### src/rtl/tmc2130_pkg.sv
// TMC2130 register map, driver init table and controller FSM encoding.
package tmc2130_pkg;

  // Register addresses (7-bit, bit 7 selects write).
  localparam logic [7:0] GCONF      = 8'h00;
  localparam logic [7:0] GSTAT      = 8'h01;
  localparam logic [7:0] IHOLD_IRUN = 8'h10;
  localparam logic [7:0] TPOWERDOWN = 8'h11;
  localparam logic [7:0] TPWMTHRS   = 8'h13;
  localparam logic [7:0] THIGH      = 8'h15;
  localparam logic [7:0] CHOPCONF   = 8'h6C;
  localparam logic [7:0] DRV_STATUS = 8'h6F;
  localparam logic [7:0] PWMCONF    = 8'h70;
  localparam logic [7:0] WRITE_ADDR = 8'h80;

  localparam int unsigned FRAME_W  = 40;
  localparam int unsigned INIT_LEN = 9;

  // GSTAT is read twice: the first read returns stale data and clears the flags.
  localparam logic [FRAME_W-1:0] INIT_TABLE [INIT_LEN] = '{
    {GSTAT, 32'h0000_0000},
    {GSTAT, 32'h0000_0000},
    {WRITE_ADDR | GCONF,      32'h0000_0021},
    {WRITE_ADDR | CHOPCONF,   32'h300a_8188},
    {WRITE_ADDR | IHOLD_IRUN, 32'h0008_0f0f},
    {WRITE_ADDR | TPOWERDOWN, 32'h0000_000a},
    {WRITE_ADDR | TPWMTHRS,   32'h0000_01f4},
    {WRITE_ADDR | PWMCONF,    32'h0004_08c8},
    {WRITE_ADDR | THIGH,      32'h0000_0032}
  };

  typedef enum logic [2:0] {
    StIdle,
    StIssue,
    StWait,
    StNextCh,
    StRun,
    StPollWait
  } ctrl_state_e;

endpackage

### src/rtl/step_gen.sv
// One STEP channel: 50% duty square wave with a half-period of speed_in clocks.
// A running high phase always completes before the output parks low.
module step_gen #(
  parameter int unsigned PERIOD_W = 32
) (
  input  logic                clk_in,
  input  logic                reset_in,
  input  logic                active_in,
  input  logic                enable_in,
  input  logic [PERIOD_W-1:0] speed_in,
  output logic                step_out
);

  logic                step_q, step_d;
  logic [PERIOD_W-1:0] cnt_q, cnt_d;
  // Half-period in use; 0 marks the parked (idle) state.
  logic [PERIOD_W-1:0] period_q, period_d;
  logic                run;

  assign run = enable_in & (speed_in != '0);

  // Next-state: start, count, toggle (resampling speed) or park low.
  always_comb begin
    step_d   = step_q;
    cnt_d    = cnt_q;
    period_d = period_q;
    if (!active_in) begin
      step_d   = 1'b0;
      cnt_d    = '0;
      period_d = '0;
    end else if (!step_q && !run) begin
      cnt_d    = '0;
      period_d = '0;
    end else if (period_q == '0) begin
      step_d   = 1'b1;
      cnt_d    = '0;
      period_d = speed_in;
    end else if (cnt_q == period_q - 1'b1) begin
      step_d   = ~step_q & run;
      cnt_d    = '0;
      period_d = run ? speed_in : '0;
    end else begin
      cnt_d = cnt_q + 1'b1;
    end
  end

  // State register.
  always_ff @(posedge clk_in) begin
    if (reset_in) begin
      step_q   <= 1'b0;
      cnt_q    <= '0;
      period_q <= '0;
    end else begin
      step_q   <= step_d;
      cnt_q    <= cnt_d;
      period_q <= period_d;
    end
  end

  // Losing init_done must silence the pin in the same cycle.
  assign step_out = step_q & active_in;

endmodule

### src/rtl/stepper_array_ctrl.sv
// N-channel TMC2130 controller: walks every driver through the SPI init table, then runs
// one STEP generator per channel. Optional DRV_STATUS polling in RUN is compiled in with
// the MOTOR_STATUS_POLL_EN macro.
module stepper_array_ctrl
  import tmc2130_pkg::*;
#(
  parameter int unsigned N_CH     = 4,
  parameter int unsigned PERIOD_W = 32,
  parameter int unsigned SPI_W    = 40,
  parameter int unsigned TIMEOUT  = 4096,
  localparam int unsigned CS_W    = (N_CH > 1) ? $clog2(N_CH) : 1
) (
  input  logic                     clk_in,
  input  logic                     reset_in,
  input  logic                     reinit_in,
  output logic [SPI_W-1:0]         spi_data_out,
  output logic [CS_W-1:0]          spi_cs_sel_out,
  output logic                     spi_send_out,
  input  logic                     spi_ready_in,
  input  logic [SPI_W-1:0]         spi_data_in,
  input  logic [N_CH-1:0]          step_enable_in,
  input  logic [N_CH*PERIOD_W-1:0] speed_in,
  output logic [N_CH-1:0]          step_out,
  output logic                     init_done_out,
  output logic [N_CH-1:0]          init_error_out,
  output logic [N_CH*32-1:0]       status_out,
  output logic [N_CH-1:0]          status_valid_out
);

  localparam int unsigned IDX_W = $clog2(INIT_LEN);
  localparam int unsigned TMR_W = $clog2(TIMEOUT + 1);
  localparam logic [CS_W-1:0]  LAST_CH  = CS_W'(N_CH - 1);
  localparam logic [IDX_W-1:0] LAST_IDX = IDX_W'(INIT_LEN - 1);
  localparam logic [TMR_W-1:0] TMR_LAST = TMR_W'(TIMEOUT - 1);

  ctrl_state_e      state_q, state_d;
  logic [CS_W-1:0]  ch_q, ch_d;
  logic [IDX_W-1:0] idx_q, idx_d;
  logic [TMR_W-1:0] tmr_q, tmr_d;
  logic             send_q, send_d;
  logic [SPI_W-1:0] data_q, data_d;
  logic [CS_W-1:0]  cs_q, cs_d;
  logic             prev_ready_q;
  logic             init_done_q, init_done_d;
  logic [N_CH-1:0]  init_error_q, init_error_d;
  logic             done;
  logic             timeout;

  // Completion is the rising edge of ready, not its level.
  assign done    = spi_ready_in & ~prev_ready_q;
  assign timeout = (tmr_q == TMR_LAST);

  // Init / poll sequencer next-state.
  always_comb begin
    state_d      = state_q;
    ch_d         = ch_q;
    idx_d        = idx_q;
    tmr_d        = tmr_q;
    send_d       = send_q;
    data_d       = data_q;
    cs_d         = cs_q;
    init_done_d  = init_done_q;
    init_error_d = init_error_q;
    unique case (state_q)
      StIdle: begin
        ch_d    = '0;
        idx_d   = '0;
        state_d = StIssue;
      end
      StIssue: begin
        data_d  = SPI_W'(INIT_TABLE[idx_q]);
        cs_d    = ch_q;
        send_d  = 1'b1;
        tmr_d   = '0;
        state_d = StWait;
      end
      StWait: begin
        if (done) begin
          send_d = 1'b0;
          idx_d  = idx_q + 1'b1;
          state_d = (idx_q == LAST_IDX) ? StNextCh : StIssue;
        end else if (timeout) begin
          // A silent driver forfeits the rest of its table.
          send_d             = 1'b0;
          init_error_d[ch_q] = 1'b1;
          state_d            = StNextCh;
        end else begin
          tmr_d = tmr_q + 1'b1;
        end
      end
      StNextCh: begin
        idx_d = '0;
        if (ch_q == LAST_CH) begin
          ch_d        = '0;
          init_done_d = 1'b1;
          state_d     = StRun;
        end else begin
          ch_d    = ch_q + 1'b1;
          state_d = StIssue;
        end
      end
      StRun: begin
`ifdef MOTOR_STATUS_POLL_EN
        data_d  = SPI_W'({DRV_STATUS, 32'h0000_0000});
        cs_d    = ch_q;
        send_d  = 1'b1;
        tmr_d   = '0;
        state_d = StPollWait;
`endif
      end
      StPollWait: begin
`ifdef MOTOR_STATUS_POLL_EN
        if (done || timeout) begin
          send_d  = 1'b0;
          ch_d    = (ch_q == LAST_CH) ? '0 : ch_q + 1'b1;
          state_d = StRun;
        end else begin
          tmr_d = tmr_q + 1'b1;
        end
`else
        state_d = StRun;
`endif
      end
      default: state_d = StIdle;
    endcase
    // Reinit wins over everything, including a ready edge in the same cycle.
    if (reinit_in) begin
      state_d      = StIdle;
      ch_d         = '0;
      idx_d        = '0;
      tmr_d        = '0;
      send_d       = 1'b0;
      init_done_d  = 1'b0;
      init_error_d = '0;
    end
  end

  // Sequencer registers.
  always_ff @(posedge clk_in) begin
    if (reset_in) begin
      state_q      <= StIdle;
      ch_q         <= '0;
      idx_q        <= '0;
      tmr_q        <= '0;
      send_q       <= 1'b0;
      data_q       <= '0;
      cs_q         <= '0;
      prev_ready_q <= 1'b0;
      init_done_q  <= 1'b0;
      init_error_q <= '0;
    end else begin
      state_q      <= state_d;
      ch_q         <= ch_d;
      idx_q        <= idx_d;
      tmr_q        <= tmr_d;
      send_q       <= send_d;
      data_q       <= data_d;
      cs_q         <= cs_d;
      prev_ready_q <= spi_ready_in;
      init_done_q  <= init_done_d;
      init_error_q <= init_error_d;
    end
  end

  assign spi_data_out   = data_q;
  assign spi_cs_sel_out = cs_q;
  assign spi_send_out   = send_q;
  assign init_done_out  = init_done_q;
  assign init_error_out = init_error_q;

`ifdef MOTOR_STATUS_POLL_EN
  logic [N_CH-1:0][31:0] status_q, status_d;
  logic [N_CH-1:0]       status_valid_q, status_valid_d;
  logic                  have_prev_q, have_prev_d;
  logic [CS_W-1:0]       prev_ch_q, prev_ch_d;
  logic                  unused_spi_hi;

  // The driver answers a poll on the following frame, so each completed frame carries the
  // status of the previously polled channel; the first answer after RUN entry is stale.
  always_comb begin
    status_d       = status_q;
    status_valid_d = '0;
    have_prev_d    = have_prev_q;
    prev_ch_d      = prev_ch_q;
    if (reinit_in) begin
      have_prev_d = 1'b0;
    end else if (state_q == StPollWait) begin
      if (done) begin
        if (have_prev_q) begin
          status_d[prev_ch_q]       = spi_data_in[31:0];
          status_valid_d[prev_ch_q] = 1'b1;
        end
        have_prev_d = 1'b1;
        prev_ch_d   = ch_q;
      end else if (timeout) begin
        have_prev_d = 1'b0;
      end
    end
  end

  // Status registers.
  always_ff @(posedge clk_in) begin
    if (reset_in) begin
      status_q       <= '0;
      status_valid_q <= '0;
      have_prev_q    <= 1'b0;
      prev_ch_q      <= '0;
    end else begin
      status_q       <= status_d;
      status_valid_q <= status_valid_d;
      have_prev_q    <= have_prev_d;
      prev_ch_q      <= prev_ch_d;
    end
  end

  assign status_out       = status_q;
  assign status_valid_out = status_valid_q;
  assign unused_spi_hi    = ^spi_data_in[SPI_W-1:32];
`else
  logic unused_spi_data;

  assign status_out       = '0;
  assign status_valid_out = '0;
  assign unused_spi_data  = ^spi_data_in;
`endif

  for (genvar g = 0; g < N_CH; g++) begin : g_step
    step_gen #(
      .PERIOD_W (PERIOD_W)
    ) u_step_gen (
      .clk_in    (clk_in),
      .reset_in  (reset_in),
      .active_in (init_done_q),
      .enable_in (step_enable_in[g]),
      .speed_in  (speed_in[g*PERIOD_W +: PERIOD_W]),
      .step_out  (step_out[g])
    );
  end

endmodule

### config.mk
export PLATFORM = sky130hd
export DESIGN_NAME = stepper_array_ctrl
export DESIGN_NICKNAME = d
export VERILOG_FILES = /design/src/rtl/tmc2130_pkg.sv /design/src/rtl/step_gen.sv /design/src/rtl/stepper_array_ctrl.sv
export SDC_FILE = /design/constraint.sdc
export NUM_CORES = 1
export LEC_CHECK = 0
export BUFFER_PORTS_ARGS = -buffer_cell sky130_fd_sc_hd__buf_2
export CAP_MARGIN = 20
export CORE_MARGIN = 2
export CORE_UTILIZATION = 35
export CTS_CLUSTER_DIAMETER = 200
export DETAILED_ROUTE_END_ITERATION = 12
export HOLD_SLACK_MARGIN = 0.05
export PLACE_DENSITY = 0.68
export SLEW_MARGIN = 15
export SYNTH_ARGS = -nofsm -noshare
export SYNTH_HDL_FRONTEND = slang
export SYNTH_SLANG_ARGS = --single-unit
### constraint.sdc
create_clock -name clk_in -period 3.48 [get_ports clk_in]
set_input_delay 0 -clock clk_in [delete_from_list [all_inputs] [get_ports clk_in]]
set_output_delay 0 -clock clk_in [all_outputs]
set_load 0.01 [all_outputs]
==> Flow_metrics.wiki, run 1 <==
{| class="wikitable"
! Metric !! Value
|-
| Number of synthesized flops with an enable pin || 0
|-
| Period minus WS final || 3547 ps
|-
| Final hold vios || 0
|-
| H-tree levels || 2
|-
| Number of optimization iterations in the first detailed-route pass || 6
|-
| Layout Cell Area excl Fill || 23320 µm²
|-
| Unrepaired setup endpoints after global routing || true
|-
| Share of layout cells above drive strength 1 || 18.33%
|-
| Later-pin clock latency in the skew report || 560 ps
|-
| Unique cell type count in the Yosys netlist || 78
|-
| DRC violation count after routing || 0
|-
| Number of buffers added by the clock tree synthesis step || 38
|-
| Maximum fanout along the worst path || 5
|-
| Detail Placement HPWL || 37150 µm
|-
| Clock tree from TritonCTS || done
|-
| Clk slew on worst S/H paths || 50 ps
|-
| Top flip-flop cell by instance count after synthesis || sky130_fd_sc_hd__dfxtp_1
|-
| Gp weighted congestion || 0.9239
|-
| VDD IR-drop max || 0.0002806 V
|-
| Grt total ovfl || 0
|-
| Detailed Route Iter0 Violations || 1089
|-
| Pin count of the biggest net entering global routing || 66
|-
| Data arrival time of the critical path || 3970 ps
|-
| Sequential-to-total area share from yosys stat || 34.31%
|-
| Number of global-route vias before repair || 16.38k
|-
| Y dimension of the die || 231.7 µm
|-
| Remaining antenna violation count || 0
|-
| Maxcap violations || 0
|-
| Synthesized instance count || 2190
|-
| Number of register bits inferred by synthesis || 311
|-
| Leak Pwr || 9.305 nW
|-
| Power Dens Cells || 347.6 nW/µm²
|-
| Max Root-Sink Buffers || 3
|-
| Final cycle utilization of the critical path || 101.9%
|-
| Failing checks || setup timing
|-
| Area of placed instances || 20040 µm²
|-
| Required time at the endpoint of the critical path || 3910 ps
|-
| Setup slack after layout || -66.51 ps
|-
| Worst Skew || 25.86 ps
|-
| Post-synthesis compound-gate area fraction || 13.73%
|-
| Number of port buffers || 173
|-
| Mean routed wirelength per cell || 15.85 µm
|-
| Mapped Avg Cell Area || 8.285 µm²
|-
| Number of endpoints failing setup at the final stage || 65
|-
| Row cnt || 83
|-
| Die X || 231.7 µm
|-
| Antenna violations before repair || 5
|-
| Fraction of the mapped netlist area in adder cells || 1.241%
|-
| XOR/XNOR Fraction of Synth Area || 13.85%
|-
| Post-synthesis simple-gate area fraction || 25.63%
|-
| Overall Power || 8.105 mW
|-
| Total number of vias || 17.17k
|-
| Initial Utilization || 35.37%
|-
| Total number of yosys warnings || 0
|-
| Die area || 53680 µm²
|-
| Number of nets in the layout || 2772
|-
| Slew at the pin closest to its max-slew limit || 751.8 ps
|-
| Worst max-slew margin expressed relative to the limit || 49.42%
|-
| CTS sink count || 311
|-
| Count of final max-slew check failures || 0
|-
| Post-synthesis mux area share || 1.296%
|-
| # IOs || 360
|-
| GR Util All Layers || 18.42%
|-
| Path class of the lowest-slack min-delay path || primary input to flop
|-
| Async S/R FF share, synth || 0%
|-
| Cell area after technology mapping || 18140 µm²
|-
| Post-DR vias/cell || 5.221
|-
| Worst setup slack before clock tree synthesis || -109.2 ps
|-
| Crit end category || flop
|-
| Type of origin of the critical path || flop
|-
| Fmax || 282.0 MHz
|-
| Wire length of the first global-routing pass || 81900 µm
|-
| Core Footprint || 51300 µm²
|-
| Crit Path Category || flop to flop
|-
| Combinational family with the most area after synthesis || simple AND/OR/NAND/NOR gates
|-
| Share of the core filled with cells || 45.45%
|-
| Status || finished, violations left
|-
| CTS Root Cell || sky130_fd_sc_hd__clkbuf_16
|-
| Area growth from synthesis to final layout || 28.51%
|-
| Post-route worst hold slack || 210.1 ps
|-
| Post-detailed-routing wire length || 52100 µm
|}
layout by cell type (no fill, tap or decap), types with 10 or more instances in the layout:
| master | netlist | layout |
|---|---|---|
| sky130_fd_sc_hd__buf_12 | 0 | 16 |
| sky130_fd_sc_hd__or4_1 | 24 | 14 |
| sky130_fd_sc_hd__o211ai_1 | 12 | 12 |
| sky130_fd_sc_hd__conb_1 | 1 | 146 |
| sky130_fd_sc_hd__and2_1 | 13 | 13 |
| sky130_fd_sc_hd__nand3_1 | 112 | 108 |
| sky130_fd_sc_hd__clkbuf_16 | 0 | 45 |
| sky130_fd_sc_hd__nor4_1 | 81 | 75 |
| sky130_fd_sc_hd__nand2_1 | 144 | 144 |
| sky130_fd_sc_hd__nand4_1 | 39 | 39 |
| sky130_fd_sc_hd__dlygate4sd3_1 | 0 | 134 |
| sky130_fd_sc_hd__or4_4 | 0 | 10 |
| sky130_fd_sc_hd__mux2i_1 | 19 | 19 |
| sky130_fd_sc_hd__inv_1 | 30 | 30 |
| sky130_fd_sc_hd__nor2_1 | 262 | 261 |
| sky130_fd_sc_hd__ha_1 | 18 | 16 |
| sky130_fd_sc_hd__dfxtp_1 | 311 | 308 |
| sky130_fd_sc_hd__buf_4 | 156 | 134 |
| sky130_fd_sc_hd__o21ai_0 | 37 | 32 |
| sky130_fd_sc_hd__nor3_1 | 80 | 76 |
| sky130_fd_sc_hd__a32o_1 | 62 | 62 |
| sky130_fd_sc_hd__buf_2 | 17 | 173 |
| sky130_fd_sc_hd__and3_1 | 41 | 40 |
| sky130_fd_sc_hd__o21ai_1 | 29 | 32 |
| sky130_fd_sc_hd__xnor2_1 | 153 | 153 |
| sky130_fd_sc_hd__nor2b_1 | 14 | 14 |
| sky130_fd_sc_hd__nand3b_1 | 10 | 10 |
| sky130_fd_sc_hd__a22o_1 | 32 | 32 |
| sky130_fd_sc_hd__a21oi_1 | 50 | 50 |
| sky130_fd_sc_hd__or3_1 | 22 | 22 |
| sky130_fd_sc_hd__or2_2 | 12 | 12 |
| sky130_fd_sc_hd__nand2b_1 | 20 | 20 |
| sky130_fd_sc_hd__a31oi_1 | 11 | 11 |
| sky130_fd_sc_hd__xor2_1 | 134 | 134 |
state kept, by name, indices dropped and copies added, names as in the netlist, 3 cells and up:
signal	count
g_step.u_step_gen.cnt_q	128
g_step.u_step_gen.period_q	128
spi_data_out	20
tmr_q	13
g_step.u_step_gen.step_q	4
idx_q	4
init_error_out	4
state_q	3
critical path, cell delays in order (launching register included):
cell	delay, ps
sky130_fd_sc_hd__dfxtp_2	310
sky130_fd_sc_hd__or4_4	530
sky130_fd_sc_hd__or4_4	530
sky130_fd_sc_hd__or4_1	530
sky130_fd_sc_hd__a211o_1	330
sky130_fd_sc_hd__nor4_2	220
sky130_fd_sc_hd__and4b_1	290
sky130_fd_sc_hd__a32oi_4	180
sky130_fd_sc_hd__buf_12	210
sky130_fd_sc_hd__clkbuf_16	150
sky130_fd_sc_hd__nand3_1	70
sky130_fd_sc_hd__o21ai_0	70
power by group:
part	internal (mW)	total, mW	switching, mW
logic	0.194	0.416	0.222
registers	3.57	3.58	0.00557
clock network	2.53	4.11	1.58
total	6.30	8.10	1.81
cells in the mapped netlist, drive strengths merged (9+ instances only):
| library cell | count | area share (%) |
|---|---|---|
| a32o | 62 | 3.4 |
| nand4 | 39 | 1.3 |
| mux2i | 19 | 1.0 |
| o21a | 9 | 0.37 |
| dfxtp | 311 | 34 |
| nor3 | 82 | 2.3 |
| and4 | 9 | 0.43 |
| xor2 | 134 | 6.5 |
| inv | 30 | 0.62 |
| nor2 | 262 | 5.4 |
| or2 | 12 | 0.41 |
| and3 | 41 | 1.4 |
| nand3b | 10 | 0.41 |
| ha | 18 | 1.2 |
| nand2 | 145 | 3.0 |
| a22o | 32 | 1.5 |
| nand2b | 20 | 0.69 |
| nor4 | 83 | 3.0 |
| nand3 | 112 | 3.1 |
| nor2b | 14 | 0.48 |
| o21ai | 68 | 1.9 |
| o31ai | 9 | 0.37 |
| buf | 183 | 7.5 |
| and2 | 13 | 0.45 |
| a21oi | 50 | 1.4 |
| a31oi | 11 | 0.38 |
| clkbuf | 86 | 1.8 |
| or3 | 22 | 0.76 |
| o211ai | 12 | 0.50 |
| xnor2 | 153 | 7.4 |
| or4 | 24 | 0.99 |
layer usage:
| metal | wire, µm | vias to the layer above | global-route usage [%] |
|---|---|---|---|
| met5 | 13 | - | 0 |
| met4 | 1800 | 2 | 8.153 |
| met3 | 2855 | 114 | 3.150 |
| met2 | 25080 | 546 | 31.38 |
| met1 | 22360 | 8187 | 22.71 |
| li1 | - | 8319 | - |
through the flow:
stage	setup TNS, ps	instances
final	-2479	3288
after global routing	-7486	3287
after CTS	0	3268
after detailed placement	-2088	3063
after global placement	-2066	3062
after floorplan	0	2335
worst paths after layout:
| path | start | to | slack [ps] | depth (start not counted) |
|---|---|---|---|---|
| setup / recovery | g_step[0].u_step_gen.period_q[10] | g_step[0].u_step_gen.period_q[2] | -70 | 11 |
| hold / removal | step_enable_in[3] | g_step[3].u_step_gen.step_q | 210 | 4 |
| setup reg to reg | g_step[0].u_step_gen.period_q[10] | g_step[0].u_step_gen.period_q[2] | -70 | 11 |
| hold reg to reg | spi_data_out[18] | spi_data_out[18] | 450 | 2 |
final cells by class:
| cell class | instances | area [µm²] |
|---|---|---|
| multi-input combinational | 1725 | 10980 |
| clock inverter | 15 | 234.0 |
| sequential | 311 | 6230 |
| inverter | 30 | 112.6 |
| clock buffer | 50 | 1067 |
| timing repair buffer | 472 | 3830 |
| fill | 4908 | 27990 |
| tap | 680 | 850.8 |
| antenna | 5 | 12.51 |
cells by family (layout without fill, tap and decap cells):
kind of cell | after synthesis | count (layout)
other cells | 1 | 151
simple gates | 916 | 916
xor+xnor | 287 | 287
mux | 23 | 23
fa+ha+maj | 18 | 18
flops | 311 | 311
buf+inv | 299 | 567
compound gates | 335 | 335
what timing repair did:
action                     in CTS  in global routing
hold buffers                  134                  0
setup endpoints to repair      85                255
pin swaps                       2                 34
hold endpoints to repair      181                  0
cloned                          2                  9
setup buffers                   4                  6
resized for setup               9                 54
Note: power is estimated with default switching activity, not from simulation.
==> inputs of run 2 (changes only) <==
- REMOVE_ABC_BUFFERS: unset -> 1
==> run 2 against run 1 <==
  * The run still ends with setup timing left
  * Critical endpoint is now g_step[0].u_step_gen.period_q[16]
  * Register-to-register slack better by 60 ps
  * Count of clock-buffer cells in the layout up 2
  * Clock power down 4%
  * Non-clock buffer count down 24
  * Setup slack better by 60 ps
  * Clock skew up 5.5 ps
  * Fmax up 1.7%
  * Global-route usage about the same
  * Sequential cell count unchanged
==> Flow_metrics.wiki, run 2 (synthesized netlist as in run 1, its figures left out) <==
{| class="wikitable"
! Metric !! Value
|-
| Cells traversed along the worst timing path || inv_1 > ha_1 > or4b_4 > or2_2 > or4_4 > a211o_1 > nor4_2 > and4b_2 > buf_6 > a32oi_4 > clkbuf_16 > nand3_1 > o21ai_1
|-
| Remaining antenna violation count || 0
|-
| Leak Pwr || 9.096 nW
|-
| Number of nets in the layout || 2748
|-
| Crit Path Category || flop to flop
|-
| Later-pin clock latency in the skew report || 560 ps
|-
| Post-detailed-routing wire length || 53000 µm
|-
| Number of buffers added by the clock tree synthesis step || 37
|-
| GR met3 Demand/Resource || 3.457%
|-
| Mean routed wirelength per cell || 16.27 µm
|-
| Slew at the pin closest to its max-slew limit || 794.6 ps
|-
| Crit end category || flop
|-
| Met1 global-route usage || 22.72%
|-
| Detail Placement HPWL || 37840 µm
|-
| Number of port buffers || 173
|-
| Leading cell type in the layout, fill and taps excluded || sky130_fd_sc_hd__dfxtp_1
|-
| Commonest cells after routing, fill and taps aside || sky130_fd_sc_hd__dfxtp_1 (310), sky130_fd_sc_hd__nor2_1 (260), sky130_fd_sc_hd__buf_2 (173)
|-
| R2R depth || 13
|-
| Count of final max-slew check failures || 0
|-
| Max Root-Sink Buffers || 3
|-
| Worst Skew || 31.35 ps
|-
| Cell total after placement || 3050
|-
| Overall Power || 7.931 mW
|-
| Grt total ovfl || 0
|-
| Met2 Usage GRT || 32.27%
|-
| Number of endpoints failing setup at the final stage || 1
|-
| Clk slew on worst S/H paths || 60 ps
|-
| Row cnt || 83
|-
| Maxcap violations || 0
|-
| Required time at the endpoint of the critical path || 3920 ps
|-
| DRC violation count after routing || 0
|-
| Area growth from synthesis to final layout || 26.73%
|-
| Status || finished, violations left
|-
| Final cycle utilization of the critical path || 100.2%
|-
| Max incr delay on CP || 530 ps
|-
| Share of layout cells above drive strength 1 || 18.17%
|-
| CTS sink count || 311
|-
| Y dimension of the die || 231.7 µm
|-
| Data arrival time of the critical path || 3930 ps
|-
| Antenna violations before repair || 2
|-
| CTS Root Cell || sky130_fd_sc_hd__clkbuf_16
|-
| Gp weighted congestion || 0.9149
|-
| Worst setup slack before clock tree synthesis || -19.00 ps
|-
| Die X || 231.7 µm
|-
| VDD IR-drop max || 0.0003718 V
|-
| Critical Path Slowest Stage Cell || sky130_fd_sc_hd__or4_4
|-
| Setup slack after layout || -6.450 ps
|-
| Unrepaired setup endpoints after global routing || true
|-
| Failing checks || setup timing
|-
| GR Util All Layers || 18.43%
|-
| Type of origin of the critical path || flop
|-
| Pin count of the biggest net entering global routing || 67
|-
| Period minus WS final || 3486 ps
|-
| Worst max-slew margin expressed relative to the limit || 46.62%
|-
| Number of optimization iterations in the first detailed-route pass || 6
|-
| Power Dens Cells || 344.9 nW/µm²
|-
| GRT busiest layer || met2
|-
| Area of placed instances || 19910 µm²
|-
| H-tree levels || 2
|-
| Final hold vios || 0
|-
| Fmax || 286.8 MHz
|-
| Detailed Route Iter0 Violations || 1124
|-
| Maximum fanout along the worst path || 9
|-
| # IOs || 360
|-
| Total number of vias || 17.21k
|-
| Wire length of the first global-routing pass || 81830 µm
|-
| Path class of the lowest-slack min-delay path || primary input to flop
|-
| Initial Utilization || 35.37%
|-
| Count of non-filler cells in the finished layout || 3257
|-
| Clock tree from TritonCTS || done
|-
| Share of the core filled with cells || 44.82%
|-
| Number of global-route vias before repair || 16.21k
|-
| Cells on Worst Hold Path || 5
|-
| Layout Cell Area excl Fill || 22990 µm²
|-
| Die area || 53680 µm²
|-
| Core Footprint || 51300 µm²
|-
| Post-DR vias/cell || 5.285
|}
==> run 2: worst paths after layout <==
kind / startpoint / end / slack (ps)
setup / recovery: g_step[0].u_step_gen.period_q[0] / g_step[0].u_step_gen.period_q[16] / -6
hold / removal: step_enable_in[2] / g_step[2].u_step_gen.step_q / 100
setup reg to reg: g_step[0].u_step_gen.period_q[0] / g_step[0].u_step_gen.period_q[16] / -6
hold reg to reg: spi_data_out[6] / spi_data_out[6] / 460
==> run 2: timing repair <==
item	CTS	global route
hold buffers	133	0
pin swaps	0	25
endpoints found under the setup margin	67	253
gates cloned	0	8
setup buffers	0	4
hold endpoints to repair	180	0
resized for setup	4	70
==> run 2: cell type report <==
class	instances	area, µm²
fill	4940	28310
multi-input combinational	1726	11080
sequential	311	6227
timing repair buffer	448	3493
clock buffer	52	1105
tap	680	850.8
clock inverter	8	123.9
inverter	30	112.6
antenna	2	5.005
==> run 2: through the flow <==
stage          hold slack (ps)  TNS, ps
2_1_floorplan            69.07  -359400
6_report                 100.7   -6.450
4_1_cts                  74.10   -30.71
3_5_place_dp             234.1   -19.00
3_3_place_gp             234.7        0
5_1_grt                  115.7    -9254
==> run 2: where the power goes <==
group	switching (mW)	internal [mW]	leakage, nW
registers	0.00592	3.57	2.51
logic	0.224	0.185	5.99
clock network	1.53	2.42	0.599
total	1.76	6.17	9.10
==> run 2: worst max-delay path, delay by kind of cell, from the launching register on <==
family	cells	cell delay, ps
buffers and inverters	3	440
flip-flops	1	310
adder cells (fa/ha/maj)	1	180
AO/OA/AOI/OAI	3	500
AND/OR/NAND/NOR	6	1960
==> run 2: per-layer routing <==
| metal | vias up | wire length, µm |
|---|---|---|
| li1 | 8250 | - |
| met1 | 8198 | 22310 |
| met2 | 627 | 25850 |
| met3 | 139 | 3199 |
| met4 | 0 | 1632 |
| met5 | - | 0 |
==> inputs of run 3 (changes only) <==
- clock period: 3.48 -> 2.79 ns (I/O delays scaled with it)
==> run 3 against run 2 <==
  * The flow still finishes with violations (setup timing)
  * First-iteration DRC count increased by 7.5%
  * Die area did not move
  * Non-clock buffer count up 208
  * Highest routed layer is now met5
  * Global-route usage rose by 2.4 points
  * Register-to-register slack lost 690 ps
  * Critical path type unchanged
  * Count of clock-buffer cells in the layout is 2 higher
  * Clock skew fell by 17 ps
  * Worst hold slack better by 87 ps
==> Flow_metrics.wiki, run 3 (synthesized netlist as in run 1, its figures left out) <==
{| class="wikitable"
! Metric !! Value
|-
| Status || finished, violations left
|-
| Failing checks || setup timing
|-
| Max Root-Sink Buffers || 3
|-
| Leading cell type in the layout, fill and taps excluded || sky130_fd_sc_hd__dfxtp_1
|-
| Clk slew on worst S/H paths || 60 ps
|-
| Net switching power || 2.290 mW
|-
| Number of buffers added by the clock tree synthesis step || 38
|-
| Area occupied by multi-input gates || 12180 µm²
|-
| Count of non-filler cells in the finished layout || 3474
|-
| Post-route worst hold slack || 187.5 ps
|-
| Initial Utilization || 35.37%
|-
| Y dimension of the die || 231.7 µm
|-
| Overall Power || 10.03 mW
|-
| Fillers || 4469
|-
| Number of nets in the layout || 2956
|-
| Power Dens Cells || 381.8 nW/µm²
|-
| Critical Path Slowest Stage Cell || sky130_fd_sc_hd__or4_4
|-
| Slew at the pin closest to its max-slew limit || 678.3 ps
|-
| Period minus WS final || 3481 ps
|-
| Clock tree from TritonCTS || done
|-
| Type of origin of the critical path || flop
|-
| Die X || 231.7 µm
|-
| Cells on Worst Hold Path || 4
|-
| Switching power share of the total || 22.82%
|-
| Worst max-slew margin expressed relative to the limit || 54.30%
|-
| Final hold vios || 0
|-
| Max incr delay on CP || 520 ps
|-
| VDD IR-drop max || 0.0003566 V
|-
| Maxcap violations || 0
|-
| Detail Placement HPWL || 40470 µm
|-
| Crit Path Category || flop to flop
|-
| Gp weighted congestion || 0.9426
|-
| Commonest cells after routing, fill and taps aside || sky130_fd_sc_hd__dfxtp_1 (304), sky130_fd_sc_hd__buf_4 (279), sky130_fd_sc_hd__buf_2 (173)
|-
| Required time at the endpoint of the critical path || 3230 ps
|-
| Pin count of the biggest net entering global routing || 42
|-
| Internal || 7.743 mW
|-
| Share of layout cells above drive strength 1 || 30.08%
|-
| H-tree levels || 2
|-
| Number of port buffers || 173
|-
| Total number of vias || 18.60k
|-
| Die area || 53680 µm²
|-
| Share of power burned in the clock network || 50.3%
|-
| Core Footprint || 51300 µm²
|-
| Crit end category || flop
|-
| Hold worst-path end || g_step[1].u_step_gen.step_q
|-
| Row cnt || 83
|-
| Unrepaired setup endpoints after global routing || true
|-
| Detailed Route Iter0 Violations || 1208
|-
| CTS sink count || 311
|-
| DRC violation count after routing || 0
|-
| Reg-to-reg endpoint || g_step[0].u_step_gen.period_q[22]
|-
| Startpoint of the tightest hold check path || step_enable_in[1]
|-
| Later-pin clock latency in the skew report || 560 ps
|-
| Leak Pwr || 10.48 nW
|-
| Share of total power in sequential cells || 44.4%
|-
| Data arrival time of the critical path || 3920 ps
|-
| CTS Root Cell || sky130_fd_sc_hd__clkbuf_16
|-
| Fmax || 287.2 MHz
|-
| Layout Cell Area excl Fill || 26280 µm²
|-
| Area of placed instances || 21170 µm²
|-
| Path class of the lowest-slack min-delay path || primary input to flop
|-
| Launch point of the worst reg-to-reg path || g_step[0].u_step_gen.period_q[0]
|-
| Storage cell area || 6235 µm²
|-
| Combinational power share || 5.3%
|-
| R2R depth || 13
|-
| Number of global-route vias before repair || 18.03k
|-
| Mean routed wirelength per cell || 17.47 µm
|-
| # IOs || 360
|-
| Area growth from synthesis to final layout || 44.84%
|-
| Final cycle utilization of the critical path || 124.8%
|-
| Grt total ovfl || 0
|-
| Setup slack after layout || -691.5 ps
|-
| Maximum fanout along the worst path || 8
|-
| Number of endpoints failing setup at the final stage || 260
|-
| Number of optimization iterations in the first detailed-route pass || 8
|-
| Setup slack of the most critical reg-to-reg path || -690 ps
|-
| Wire length of the first global-routing pass || 91670 µm
|-
| GR Util All Layers || 20.87%
|-
| Post-detailed-routing wire length || 60680 µm
|-
| Cells traversed along the worst timing path || inv_1 > ha_2 > or4b_4 > or2_4 > or4_4 > a211o_1 > nor4_2 > and4b_2 > a32oi_4 > buf_12 > clkbuf_16 > nand3_2 > o21ai_1
|-
| Worst Skew || 14.37 ps
|-
| Post-DR vias/cell || 5.355
|-
| Antenna violations before repair || 4
|-
| Cell total after placement || 3214
|-
| Remaining antenna violation count || 0
|-
| Count of final max-slew check failures || 0
|}
## run 3: changes by cell type in the layout (fill, tap and decap cells not counted), moves of 9 or more
cell	previous run	this run
sky130_fd_sc_hd__buf_6	4	26
sky130_fd_sc_hd__buf_16	0	13
sky130_fd_sc_hd__nor2_1	260	171
sky130_fd_sc_hd__nor4_1	77	68
sky130_fd_sc_hd__nor2_4	1	78
sky130_fd_sc_hd__buf_4	122	279
sky130_fd_sc_hd__nand3_4	2	14
sky130_fd_sc_hd__o21ai_2	8	18
sky130_fd_sc_hd__nor2_2	1	13
sky130_fd_sc_hd__buf_12	11	21
sky130_fd_sc_hd__o21ai_1	27	18
## run 3: power by group through the flow
| stage | Combinational [mW] | Clock [mW] | Sequential, mW |
|---|---|---|---|
| floorplan | 0.152 | 0 | 4.56 |
| global placement | 0.334 | 0 | 4.56 |
| detailed placement | 0.342 | 0 | 4.56 |
| CTS | 0.510 | 5.16 | 4.46 |
| global route | 0.570 | 5.34 | 4.46 |
| finish | 0.531 | 5.04 | 4.46 |
## run 3: worst max-delay path by stage
stage	startpoint	endpoint	slack, ps	cells past startpoint
finish	g_step[0].u_step_gen.period_q[0]	g_step[0].u_step_gen.period_q[22]	-690	13
global route	g_step[0].u_step_gen.period_q[0]	g_step[0].u_step_gen.period_q[22]	-790	13
CTS	g_step[0].u_step_gen.period_q[15]	g_step[0].u_step_gen.step_q	-600	11
detailed placement	g_step[0].u_step_gen.period_q[12]	g_step[0].u_step_gen.period_q[20]	-690	10
global placement	g_step[0].u_step_gen.period_q[12]	g_step[0].u_step_gen.period_q[27]	-620	10
floorplan	g_step[0].u_step_gen.period_q[0]	g_step[0].u_step_gen.cnt_q[10]	-3050	11
## run 3: stage by stage
| step | util, % | setup TNS (ps) | setup slack, ps |
|---|---|---|---|
| after floorplan | - | -538110 | -3049 |
| after global routing | 51.21 | -149980 | -792.0 |
| after CTS | 49.12 | -113390 | -600.0 |
| after global placement | 41.26 | -132290 | -615.8 |
| final | 51.22 | -127410 | -691.5 |
| after detailed placement | 41.26 | -151330 | -688.2 |
## run 3: area by class of cell
class,count,share of cell area (%)
antenna,5,0.04761
clock buffer,54,4.357
clock inverter,13,0.5142
inverter,30,0.4285
multi-input combinational,1725,46.35
sequential,311,23.73
tap,680,3.238
timing repair buffer,656,21.34
## run 3: what timing repair did
action,4_1_cts,5_1_grt
buffers inserted,23,11
pin swaps,143,104
gates resized for setup,197,204
gates cloned,19,10
hold endpoints to repair,180,0
endpoints found under the setup margin,260,260
hold buffers,133,0
## run 3: critical path: cells and delay by family (launching register included)
kind                       cells  cell delay (ps)
adders and majority gates      1              190
AOI/OAI and AO/OA              3              560
DFF                            1              330
and+or+nand+nor                6             1850
buffers and inverters          3              420
## run 3: metal layers
metal | GRT usage, % | up-vias | routed length (µm)
li1 | - | 8698 | -
met1 | 24.81 | 8944 | 24310
met2 | 36.34 | 757 | 30000
met3 | 3.285 | 202 | 3629
met4 | 10.46 | 2 | 2722
met5 | 0 | - | 14
